**config.mk**
```make
export PLATFORM = sky130hd
export DESIGN_NAME = cc_row_scan_reduce
export DESIGN_NICKNAME = d
export VERILOG_FILES = /design/src/rtl/cc_rowscan_pkg.sv /design/src/rtl/cc_row_reduce.sv /design/src/rtl/cc_row_scan_reduce.sv
export SDC_FILE = /design/constraint.sdc
export NUM_CORES = 1
export LEC_CHECK = 0
export ABC_AREA = 1
export CAP_MARGIN = 15
export CORE_MARGIN = 5
export CORE_UTILIZATION = 50
export CTS_BUF_LIST = sky130_fd_sc_hd__clkbuf_8
export DETAILED_ROUTE_END_ITERATION = 12
export PLACE_DENSITY = 0.88
export SYNTH_ARGS = -nofsm -noshare
export SYNTH_HDL_FRONTEND = slang
export SYNTH_SLANG_ARGS = --single-unit
```
**constraint.sdc**
```tcl
create_clock -name CC_ROWSCAN_CLOCK_50 -period 3 [get_ports CC_ROWSCAN_CLOCK_50]
set_input_delay 0.6 -clock CC_ROWSCAN_CLOCK_50 [delete_from_list [all_inputs] [get_ports CC_ROWSCAN_CLOCK_50]]
set_output_delay 0.6 -clock CC_ROWSCAN_CLOCK_50 [all_outputs]
set_load 0.01 [all_outputs]
```
**src/rtl/cc_rowscan_pkg.sv**
```systemverilog
// Shared types and default sizes for the row-scan reducer.
package cc_rowscan_pkg;

  // Scan controller states
  typedef enum logic [1:0] {
    StIdle = 2'b00,
    StScan = 2'b01,
    StDone = 2'b10
  } state_e;

  // Default matrix geometry: 8 columns by 8 rows
  localparam int unsigned DefDataWidth = 8;
  localparam int unsigned DefRows      = 8;
  localparam int unsigned DefIdxWidth  = 3;

endpackage

```
**src/rtl/cc_row_reduce.sv**
```systemverilog
// Combinational single-row reduction: pass-through OR contribution plus an all-ones flag.
module cc_row_reduce
  import cc_rowscan_pkg::*;
#(
  parameter int unsigned WIDTH = DefDataWidth
) (
  input  logic [WIDTH-1:0] row_i,
  output logic [WIDTH-1:0] or_bits_o,
  output logic             all_ones_o
);

  // A single row contributes its own bits to the column OR; full when every bit is set
  always_comb begin
    or_bits_o  = row_i;
    all_ones_o = &row_i;
  end

endmodule

```
**src/rtl/cc_row_scan_reduce.sv**
```systemverilog
// Sequential row scanner: ORs NUMBER_ROWS rows one per clock and flags completely full rows.
// Optional feature: define CC_ROWSCAN_FULLCOUNT_EN to add a full-row count output.
module cc_row_scan_reduce
  import cc_rowscan_pkg::*;
#(
  parameter int unsigned NUMBER_DATAWIDTH = DefDataWidth,
  parameter int unsigned NUMBER_ROWS      = DefRows,
  parameter int unsigned NUMBER_IDXWIDTH  = DefIdxWidth
) (
  input  logic                                  CC_ROWSCAN_CLOCK_50,
  input  logic                                  CC_ROWSCAN_RESET_InLow,
  input  logic [NUMBER_ROWS*NUMBER_DATAWIDTH-1:0] CC_ROWSCAN_rows_InBUS,
  input  logic                                  CC_ROWSCAN_start_In,
  output logic                                  CC_ROWSCAN_busy_Out,
  output logic                                  CC_ROWSCAN_done_Out,
  output logic [NUMBER_DATAWIDTH-1:0]           CC_ROWSCAN_or_OutBUS,
  output logic [NUMBER_ROWS-1:0]                CC_ROWSCAN_fullmask_OutBUS
`ifdef CC_ROWSCAN_FULLCOUNT_EN
  ,
  output logic [NUMBER_IDXWIDTH:0]              CC_ROWSCAN_fullcount_OutBUS
`endif
);

  localparam int unsigned CntW = NUMBER_IDXWIDTH + 1;
  localparam logic [NUMBER_IDXWIDTH-1:0] LastIdx = NUMBER_IDXWIDTH'(NUMBER_ROWS - 1);

  state_e                                state_q, state_d;
  logic [NUMBER_IDXWIDTH-1:0]            idx_q, idx_d;
  logic [NUMBER_ROWS*NUMBER_DATAWIDTH-1:0] rows_q, rows_d;
  logic [NUMBER_DATAWIDTH-1:0]           acc_or_q, acc_or_d;
  logic [NUMBER_ROWS-1:0]                acc_full_q, acc_full_d;
  logic [NUMBER_DATAWIDTH-1:0]           res_or_q, res_or_d;
  logic [NUMBER_ROWS-1:0]                res_full_q, res_full_d;
`ifdef CC_ROWSCAN_FULLCOUNT_EN
  logic [CntW-1:0]                       acc_cnt_q, acc_cnt_d;
  logic [CntW-1:0]                       res_cnt_q, res_cnt_d;
`endif

  logic [NUMBER_DATAWIDTH-1:0] cur_row;
  logic [NUMBER_DATAWIDTH-1:0] cur_or;
  logic                        cur_full;
  logic                        last_row;

  // Index never exceeds LastIdx, so this select stays inside the snapshot
  assign cur_row  = rows_q[idx_q*NUMBER_DATAWIDTH +: NUMBER_DATAWIDTH];
  assign last_row = (idx_q == LastIdx);

  cc_row_reduce #(
    .WIDTH (NUMBER_DATAWIDTH)
  ) u_row_reduce (
    .row_i      (cur_row),
    .or_bits_o  (cur_or),
    .all_ones_o (cur_full)
  );

  // FSM state register
  always_ff @(posedge CC_ROWSCAN_CLOCK_50 or negedge CC_ROWSCAN_RESET_InLow) begin
    if (!CC_ROWSCAN_RESET_InLow) begin
      state_q <= StIdle;
    end else begin
      state_q <= state_d;
    end
  end

  // FSM next-state: start is only honoured in idle, so requests while busy are dropped
  always_comb begin
    state_d = state_q;
    unique case (state_q)
      StIdle:  if (CC_ROWSCAN_start_In) state_d = StScan;
      StScan:  if (last_row) state_d = StDone;
      StDone:  state_d = StIdle;
      default: state_d = StIdle;
    endcase
  end

  // FSM outputs
  always_comb begin
    CC_ROWSCAN_busy_Out = 1'b0;
    CC_ROWSCAN_done_Out = 1'b0;
    unique case (state_q)
      StIdle:  ;
      StScan:  CC_ROWSCAN_busy_Out = 1'b1;
      StDone: begin
        CC_ROWSCAN_busy_Out = 1'b1;
        CC_ROWSCAN_done_Out = 1'b1;
      end
      default: ;
    endcase
  end

  // Datapath next-state: snapshot on start, accumulate per row, publish after the last row
  always_comb begin
    idx_d      = idx_q;
    rows_d     = rows_q;
    acc_or_d   = acc_or_q;
    acc_full_d = acc_full_q;
    res_or_d   = res_or_q;
    res_full_d = res_full_q;
`ifdef CC_ROWSCAN_FULLCOUNT_EN
    acc_cnt_d  = acc_cnt_q;
    res_cnt_d  = res_cnt_q;
`endif
    unique case (state_q)
      StIdle: begin
        if (CC_ROWSCAN_start_In) begin
          rows_d     = CC_ROWSCAN_rows_InBUS;
          idx_d      = '0;
          acc_or_d   = '0;
          acc_full_d = '0;
`ifdef CC_ROWSCAN_FULLCOUNT_EN
          acc_cnt_d  = '0;
`endif
        end
      end
      StScan: begin
        acc_or_d          = acc_or_q | cur_or;
        acc_full_d[idx_q] = cur_full;
`ifdef CC_ROWSCAN_FULLCOUNT_EN
        acc_cnt_d         = acc_cnt_q + CntW'(cur_full);
`endif
        if (last_row) begin
          // Results take the accumulators including the final row in the same edge
          res_or_d   = acc_or_d;
          res_full_d = acc_full_d;
`ifdef CC_ROWSCAN_FULLCOUNT_EN
          res_cnt_d  = acc_cnt_d;
`endif
        end else begin
          idx_d = idx_q + NUMBER_IDXWIDTH'(1);
        end
      end
      default: ;
    endcase
  end

  // Datapath registers; reset mid-scan clears everything so no done pulse follows
  always_ff @(posedge CC_ROWSCAN_CLOCK_50 or negedge CC_ROWSCAN_RESET_InLow) begin
    if (!CC_ROWSCAN_RESET_InLow) begin
      idx_q      <= '0;
      rows_q     <= '0;
      acc_or_q   <= '0;
      acc_full_q <= '0;
      res_or_q   <= '0;
      res_full_q <= '0;
`ifdef CC_ROWSCAN_FULLCOUNT_EN
      acc_cnt_q  <= '0;
      res_cnt_q  <= '0;
`endif
    end else begin
      idx_q      <= idx_d;
      rows_q     <= rows_d;
      acc_or_q   <= acc_or_d;
      acc_full_q <= acc_full_d;
      res_or_q   <= res_or_d;
      res_full_q <= res_full_d;
`ifdef CC_ROWSCAN_FULLCOUNT_EN
      acc_cnt_q  <= acc_cnt_d;
      res_cnt_q  <= res_cnt_d;
`endif
    end
  end

  assign CC_ROWSCAN_or_OutBUS       = res_or_q;
  assign CC_ROWSCAN_fullmask_OutBUS = res_full_q;
`ifdef CC_ROWSCAN_FULLCOUNT_EN
  assign CC_ROWSCAN_fullcount_OutBUS = res_cnt_q;
`endif

endmodule
```
==> results_dict.tcl <==
set metrics [dict create \
    pwr-share-comb_pct 42.0 \
    drt_iter0_markers 306 \
    cts_hold_buf 0 \
    p_leak_nw 3.00 \
    gr-usage-met2_pct 34.1 \
    syn_nets 683 \
    area_growth_syn_to_layout_pct 24.5 \
    synth_top_cells_by_area "dfrtp_1 (53%), nand2_1 (17%), o21ai_0 (7.5%), inv_1 (6.6%), nand3_1 (5.1%)" \
    yosys.area_share.simple_pct 27.4 \
    setup_ws_ns 0.678 \
    grt_start_max_net_pins 123 \
    grt_use_total_pct 21.2 \
    overflow 0 \
    worstPathArrival_ns 2.61 \
    grt_pass1_vias 4183 \
    status "finished, final reports clean" \
    worstPathCellList "ha_1 > ha_1 > nand2_1 > buf_4 > clkinv_1 > nor2_1 > nand3_1 > o21ai_0" \
    fmax_mhz 431 \
    period_share_pct 77.4 \
    num_rows 35 \
    num_vias 4136 \
    synth_xor_area_share_pct 0 \
    drt-pass1-iter-count 5 \
    synth_fa_ha_area_share_pct 1.32 \
    die_h_microns 107 \
    ys_ff_latch 101 \
    yosysWarnings 0 \
    cts_resized 0 \
    peakVddDrop_v 0.000411 \
    ant_nets 0 \
    clock_latency_ns 0.38 \
    cp_common_cell "ha_1" \
    p_seq_share_pct 40.6 \
    fin_tns_setup_ns 0 \
    gp_congestion 0.851 \
    gr-usage-met1_pct 27.3 \
    drive_above_1_share_pct 7.36 \
    fin_skew_ns 0.0133 \
    pre_cts_slack_ns 0.743 \
    power_density_nw_per_um2 896 \
    port_buffers 84 \
    period_needed_ns 2.32 \
    clockPowerShare_pct 17.4 \
    coreArea_sq_um 9240 \
    fin_nets 760 \
    p_switching_mw 2.20 \
    yosysSeqAreaShare_pct 53.2 \
    critical_path.max_stage_delay_ns 0.58 \
    start_kind "register" \
    critical_path_required_ns 3.29 \
    internal-power_mw 3.10 \
    fill_cells 764 \
    grtUsageMet3_pct 5.82 \
    synth_top_family_by_area "simple AND/OR/NAND/NOR gates" \
    cts_buffers 9 \
    hold_viol_final 0 \
    setup.worst_path.class "reg2reg" \
    rsz0062_at_grt "no" \
    setup_viol 0 \
    max_slew_margin_pct 58.0 \
    path_max_fanout 26 \
    synth_top_cell_area_share_pct 53.2 \
    final_cell_area_sq_um 5920 \
    antenna_found_initial 0 \
    critPathSlowestCell "dfrtp_1" \
    drc 0 \
    wirelength_microns 11300 \
    yosys.area.top_type "dfrtp_1" \
    power.share.switching_pct 41.5 \
    drv_slew 0 \
    holdWs_ns 0.185 \
    cts.clk_slew.worst_paths_ns 0.11 \
    diodes 0 \
    synth_mux_area_share_pct 0 \
    worst_pin_slew_ns 0.629 \
    hpwl_microns 8220 \
    htree_levels 3 \
    cts_setup_buffers 0 \
    cts_tree "done" \
    postPlaceCellArea_sq_um 5710 \
    cts_num_sinks 101 \
    viasPerCell 5.03 \
    start_util_pct 51.4 \
    die_w_microns 107 \
    ctsLongestPathBuffers 2 \
    synth_area_sq_um 4750 \
    endpoint_kind "register" \
    synthDistinctLibCells 22 \
    avgSynthCellArea_sq_um 7.78 \
    globalRoute.busiestLayer "met2" \
    synth_compound_area_share_pct 8.77 \
    root_buffer "clkbuf_8" \
    min_path_type "in2async" \
    boundaryPins 85 \
    grt_pass1_wl_microns 19400 \
    wl_per_cell_microns 13.8 \
    syn_inst 611 \
    max_cap_viol_count 0 \
    design.die.area_sq_um 11600 \
]
[cell usage after synthesis (all sizes together)]
cell / count
a21oi: 9
o22ai: 2
clkbuf: 17
nand2: 227
o21ai: 71
nand3: 48
buf: 7
or2: 8
nor2: 27
nand4: 1
inv: 87
clkinv: 1
dfrtp: 101
ha: 5
[cells by family (layout without fill, tap and decap cells)]
| family | count (synthesis) | in the layout |
|---|---|---|
| simple gates | 311 | 311 |
| fa+ha+maj | 5 | 5 |
| compound gates | 82 | 82 |
| flops | 101 | 101 |
| buf+inv | 112 | 194 |
[routing by layer]
metal / wire, microns / part of all wire (%)
met3: 779 / 6.9
met2: 5410 / 48
met1: 4850 / 43
met5: 0 / 0
met4: 274 / 2.4
[placed cells by master (no fill, tap or decap), types with 3 or more instances in the layout]
| cell | count |
|---|---|
| a21oi_1 | 8 |
| buf_4 | 5 |
| clkbuf_8 | 9 |
| clkdlybuf4s50_1 | 83 |
| dfrtp_1 | 101 |
| ha_1 | 5 |
| inv_1 | 82 |
| inv_2 | 5 |
| inv_6 | 3 |
| nand2_1 | 218 |
| nand2_2 | 8 |
| nand3_1 | 48 |
| nor2_1 | 22 |
| nor2_2 | 3 |
| o21ai_0 | 71 |
| or2_2 | 8 |
[area by class of cell]
class / instances / area, sq um / area share (%)
clock inverters: 7 / 86.3 / 1.46
well taps: 129 / 161 / 2.73
repair buffers: 90 / 908 / 15.4
multi-input cells: 398 / 1780 / 30.1
flip-flops and latches: 101 / 2530 / 42.7
inverters: 88 / 330 / 5.58
clock buffers: 9 / 124 / 2.09
[state kept, by name (all words and copies together) (netlist names)]
name / flops
CC_ROWSCAN_fullmask_OutBUS: 8
rows_q: 64
CC_ROWSCAN_or_OutBUS: 8
state_q: 2
acc_full_q: 8
idx_q: 3
acc_or_q: 8
[stage by stage]
step           util (%)  total power [mW]  instances
6_report           64.0              5.30        822
5_1_grt            64.0              5.73        822
4_1_cts            64.0              5.29        822
3_5_place_dp       61.8              4.37        806
3_3_place_gp       61.8              4.24        806
2_1_floorplan         -              3.64        611
[worst paths after layout]
| kind | start | end | slack (ns) | cells past startpoint |
|---|---|---|---|---|
| worst max-delay path | idx_q[0] | idx_q[0] | 0.68 | 8 |
| worst min-delay path | CC_ROWSCAN_RESET_InLow | rows_q[11] | 0.19 | 1 |
| worst max register to register | idx_q[0] | idx_q[0] | 0.68 | 8 |
| worst min register to register | acc_full_q[5] | acc_full_q[5] | 0.49 | 2 |
| max in group asynchronous | CC_ROWSCAN_RESET_InLow | acc_or_q[4] | 2.10 | 2 |
| min in group CC_ROWSCAN_CLOCK_50 | acc_full_q[5] | acc_full_q[5] | 0.49 | 2 |
[critical path: cells and delay by family, from the launching register on]
kind | cells | cell delay, ns
AOI/OAI and AO/OA | 1 | 0.11
DFF | 1 | 0.58
buffers and inverters | 2 | 0.55
adders and majority gates | 2 | 0.55
and+or+nand+nor | 3 | 0.44
[power groups by stage]
stage	clock, mW	combinational (mW)	sequential (mW)
floorplan	0	1.53	2.11
global placement	0	2.10	2.14
detailed placement	0	2.20	2.17
CTS	0.928	2.22	2.15
global route	0.988	2.54	2.20
finish	0.923	2.23	2.15
Power figures use the tool's default switching activity.
